==> src/rtl/debug_ctrl.sv <==
// Debug controller: arbitrates the datapath control word between the sequencer and
// an external debugger, with breakpoints, single-step and a sticky halt flag.
module debug_ctrl #(
    parameter int            CW         = 20,
    parameter int            AW         = 4,
    parameter int            NBP        = 2,
    parameter int            HLT_BIT    = 1,
    parameter logic [CW-1:0] FORCE_MASK = {CW{1'b0}},
    parameter logic [CW-1:0] FORCE_VAL  = {CW{1'b1}}
) (
    input  logic            CLK,
    input  logic            RESETn,
    input  logic            T0,
    input  logic [AW-1:0]   PC,
    input  logic [CW-1:0]   C_CTRL,
    input  logic [CW-1:0]   D_CTRL,
    input  logic            DEBUG_REQUEST,
    input  logic            STEP,
    input  logic            BP_WE,
    input  logic [2:0]      BP_IDX,
    input  logic [AW-1:0]   BP_ADDR,
    input  logic            BP_EN,
    output logic [CW-1:0]   CTRL,
    output logic            RUN,
    output logic            DEBUG_ACK,
    output logic            HALTED,
    output logic [NBP-1:0]  BP_HIT,
    output logic [1:0]      STATE
);

    typedef enum logic [1:0] {
        RUNNING  = 2'd0,
        DEBUG    = 2'd1,
        STEPPING = 2'd2
    } state_t;

    state_t                  state;
    logic [NBP-1:0][AW-1:0]  bp_addr;
    logic [NBP-1:0]          bp_en;
    logic [NBP-1:0]          match;
    logic                    skip;
    logic                    step_armed;

    always_comb begin
        match = '0;
        for (int i = 0; i < NBP; i++) begin
            match[i] = bp_en[i] & (bp_addr[i] == PC) & ~skip;
        end
    end

    // While reset is held the sequencer path is selected and the core keeps running.
    assign CTRL  = (RESETn && state == DEBUG) ? D_CTRL
                                              : ((C_CTRL & ~FORCE_MASK) | (FORCE_VAL & FORCE_MASK));
    assign RUN   = ~RESETn | ((state != DEBUG) & ~HALTED);
    assign STATE = state;

    always_ff @(posedge CLK) begin
        if (!RESETn) begin
            state      <= RUNNING;
            DEBUG_ACK  <= 1'b0;
            HALTED     <= 1'b0;
            BP_HIT     <= '0;
            skip       <= 1'b0;
            step_armed <= 1'b0;
            bp_addr    <= '0;
            bp_en      <= '0;
        end else begin
            if (CTRL[HLT_BIT]) begin
                HALTED <= 1'b1;
            end
            // A set from a DEBUG exit below overrides this clear in the same cycle.
            if (!T0) begin
                skip <= 1'b0;
            end
            if (state == STEPPING && !T0) begin
                step_armed <= 1'b1;
            end
            for (int i = 0; i < NBP; i++) begin
                if (BP_WE && BP_IDX == 3'(i)) begin
                    bp_addr[i] <= BP_ADDR;
                    bp_en[i]   <= BP_EN;
                end
            end

            case (state)
                RUNNING: begin
                    if ((T0 && (DEBUG_REQUEST || (|match))) || (HALTED && DEBUG_REQUEST)) begin
                        state     <= DEBUG;
                        DEBUG_ACK <= 1'b1;
                        BP_HIT    <= match;
                    end
                end
                DEBUG: begin
                    if (!DEBUG_REQUEST) begin
                        state     <= RUNNING;
                        DEBUG_ACK <= 1'b0;
                        BP_HIT    <= '0;
                        skip      <= 1'b1;
                    end else if (STEP) begin
                        state      <= STEPPING;
                        DEBUG_ACK  <= 1'b0;
                        BP_HIT     <= '0;
                        skip       <= 1'b1;
                        step_armed <= 1'b0;
                    end
                end
                STEPPING: begin
                    if ((T0 && step_armed) || HALTED) begin
                        state     <= DEBUG;
                        DEBUG_ACK <= 1'b1;
                        BP_HIT    <= '0;
                    end
                end
                default: begin
                    state     <= RUNNING;
                    DEBUG_ACK <= 1'b0;
                end
            endcase
        end
    end

endmodule

==> config.mk <==
export PLATFORM = sky130hd
export DESIGN_NAME = debug_ctrl
export DESIGN_NICKNAME = d
export VERILOG_FILES = /design/src/rtl/debug_ctrl.sv
export SDC_FILE = /design/constraint.sdc
export NUM_CORES = 1
export LEC_CHECK = 0
export ABC_AREA = 1
export BUFFER_PORTS_ARGS = -buffer_cell sky130_fd_sc_hd__buf_2
export CAP_MARGIN = 5
export CORE_AREA = 2 2 61 63
export DETAILED_ROUTE_END_ITERATION = 16
export DIE_AREA = 0 0 63 65
export PLACE_DENSITY = 0.79
export SYNTH_ARGS = -nofsm -noshare
export SYNTH_HDL_FRONTEND = slang
export SYNTH_SLANG_ARGS = --single-unit
==> constraint.sdc <==
create_clock -name CLK -period 1.6 [get_ports CLK]
set_clock_uncertainty 0.2 [all_clocks]
set_input_delay 0.16 -clock CLK [delete_from_list [all_inputs] [get_ports CLK]]
set_output_delay 0.16 -clock CLK [all_outputs]
set_load 0.05 [all_outputs]
==> metrics.yaml <==
status:
  status: "finished with violations"
  violations: "negative setup slack"
clock_network:
  clkSinkCount: 18
  cts.htree.levels: 1
  clkSlewWorstSetupHoldPaths_ns: 0.10
  root_buffer: "clkbuf_4"
  ctsLongestPathBuffers: 2
  cts_buffers: 3
  insertion_delay_ns: 0.29
  cts_tree: "built"
final_layout:
  syn2layout_area_growth_pct: 85.1
  fill_cells: 294
  diodes: 0
  mostFrequentLayoutCells: "63 x buf_2, 27 x nand2_1, 24 x inv_1"
  final_layout_size_suffix_gt1_share_pct: 53.4
  final_nets: 340
  final_common_cell: "buf_2"
critical_path:
  max_stage_delay_ns: 0.37
  worstSetupPathType: "register to primary output"
  worst_setup_path_end_kind: "primary output"
  worst_ep_required_time_ns: 1.24
  crit_arrival_ns: 1.56
  path_buf_inv: 3
  worstPathMaxFanout: 6
  crit_path_top_delay_cell: "dfxtp_4"
  cp-start-kind: "register"
  path_cells: "inv_4 -> ha_4 -> nand2_8 -> buf_12 -> mux2_4 -> buf_6"
  crit_family: "flip-flops"
power_and_ir_drop:
  p_int_mw: 1.08
  peakVddDrop_mv: 0.452
  total_power_mw: 1.82
  pwr-share-clk_pct: 15.4
  leakage_nw: 1.18
  p_per_area_mw_per_mm2: 809
  power_frac_seq_pct: 27.8
  swShare_pct: 40.8
  p_switching_uw: 743
  combPwrFrac_pct: 56.8
route:
  ant_nets: 0
  finalWirelength_mm: 3.71
  dr.pass1.iters: 4
  first_iter_violations: 30
  route.vias.total: 1500
  wire_per_inst_microns: 11.4
  vias_per_cell: 4.62
  drc_errors: 0
timing:
  fmax_ghz: 0.520
  rsz0062_at_grt: "true"
  worstMarginPinSlew_ns: 0.334
  hold_viol: 0
  fin_tns_setup_ns: -6.47
  hold_ws_ns: 0.0664
  final.setup.worst_slack_ns: -0.324
  fin_crit_sh_pct: 120
  period_needed_ns: 1.92
  slew_viol_final: 0
  slew_headroom_pct: 77.7
  finalSetupViolCount: 23
grt:
  first_global_vias: 1461
  grt_max_degree: 17
  grt_pass1_wl_mm: 5.92
  antenna_found_initial: 0
  track_usage_pct: 18.0
  grt-ovfl-total: 0
synth:
  ys_seq_elements: 18
  avgSynthCellArea_sq_um: 7.16
  ys_types: 22
  yosys_warnings: 0
  syn_inst: 170
  synthesis.area_sq_mm: 0.00122
  seq_area_frac_synth_pct: 29.6
  syn-num-nets: 232
placed_design:
  detailedPlace.worstSlack_ns: -0.0454
  io_buffer_count: 84
  place_hpwl_mm: 2.78
  gp_congestion: 0.820
floorplan:
  die_h_microns: 65
  start_util_pct: 34.8
  dieArea_sq_mm: 0.00410
  num_rows: 22
  core_sq_mm: 0.00350
  die_w_microns: 63
  ios: 85
worst_hold_path:
  min_path_type: "input pin to register"
job:
  cap_violations: 0
-- layout make-up --
| type | instances | area [sq um] | share of cell area [%] |
|---|---|---|---|
| multi-input cells | 121 | 877 | 38.9 |
| repair buffers | 106 | 803 | 35.6 |
| flip-flops and latches | 18 | 369 | 16.4 |
| inverters | 28 | 108 | 4.78 |
| well taps | 48 | 60.1 | 2.67 |
| clock buffers | 4 | 36.3 | 1.61 |
-- final timing paths --
kind	endpoint	slack (ns)	from	cells past startpoint
setup / recovery	CTRL[10]	-0.32	STATE[1]	6
hold / removal	STATE[1]	0.07	DEBUG_REQUEST	5
setup reg to reg	BP_HIT[0]	-0.07	STATE[1]	11
hold reg to reg	bp_en[0]	0.25	bp_en[0]	2
-- metrics by stage --
step,area (sq um),utilization (%),cells
after floorplan,1340,-,170
after global placement,1900,54.4,310
after detailed placement,1900,54.4,310
after CTS,2180,62.4,323
after global routing,2250,64.5,325
final,2250,64.5,325
-- power by group through the flow --
| stage | Sequential, mW | Combinational [mW] | Clock [mW] |
|---|---|---|---|
| floorplan | 0.596 | 0.548 | 0 |
| global placement | 0.515 | 0.858 | 0 |
| detailed placement | 0.517 | 0.868 | 0 |
| CTS | 0.506 | 0.994 | 0.284 |
| global route | 0.511 | 1.10 | 0.306 |
| finish | 0.507 | 1.04 | 0.280 |
-- logic make-up after synthesis --
logic type / count (synthesis) / share of synthesized area, %
AO/OA/AOI/OAI: 32 / 13.6
adder cells (fa/ha/maj): 4 / 4.11
buffers and inverters: 31 / 10.1
flip-flops: 18 / 29.6
multiplexers: 19 / 17.6
AND/OR/NAND/NOR: 66 / 25.1
-- timing repair --
action,4_1_cts,5_1_grt
gates resized for setup,49,9
endpoints found under the hold margin,12,0
setup endpoints to repair,21,26
hold buffers,8,0
pin swaps,2,4
cloned,0,1
setup buffers,1,1
-- cells in the mapped netlist (all sizes together) --
master	count	area (sq um)
nand2	33	129
inv	28	105
mux2	19	214
dfxtp	18	360
a21oi	16	80.1
nor2	16	70.1
o21ai	14	70.1
nand3	12	75.1
ha	4	50.1
buf	3	17.5
nand4	2	12.5
a31oi	1	6.26
nand3b	1	7.51
nor3	1	5.00
o32ai	1	8.76
or2	1	6.26
-- flip-flops by register name, summed over array words and instances (netlist names) --
| register | cells |
|---|---|
| BP_HIT | 2 |
| DEBUG_ACK | 1 |
| HALTED | 1 |
| STATE | 2 |
| bp_addr | 8 |
| bp_en | 2 |
| skip | 1 |
| step_armed | 1 |
-- worst register-to-register path, delay by kind of cell (launching register included) --
kind | cells | cell delay [ns]
flops | 1 | 0.37
compound gates | 1 | 0.14
buf+inv | 4 | 0.44
fa+ha+maj | 1 | 0.17
simple gates | 5 | 0.26
-- metal layers --
metal  track usage [%]  share of wire, %  vias up
li1                  -                 -      773
met1              17.9                40      664
met2              37.8                54       59
met3              2.08               6.1        4
met4              6.11              0.81        0
met5                 0                 0        -
No activity file was read; power rests on OpenSTA's default activity.
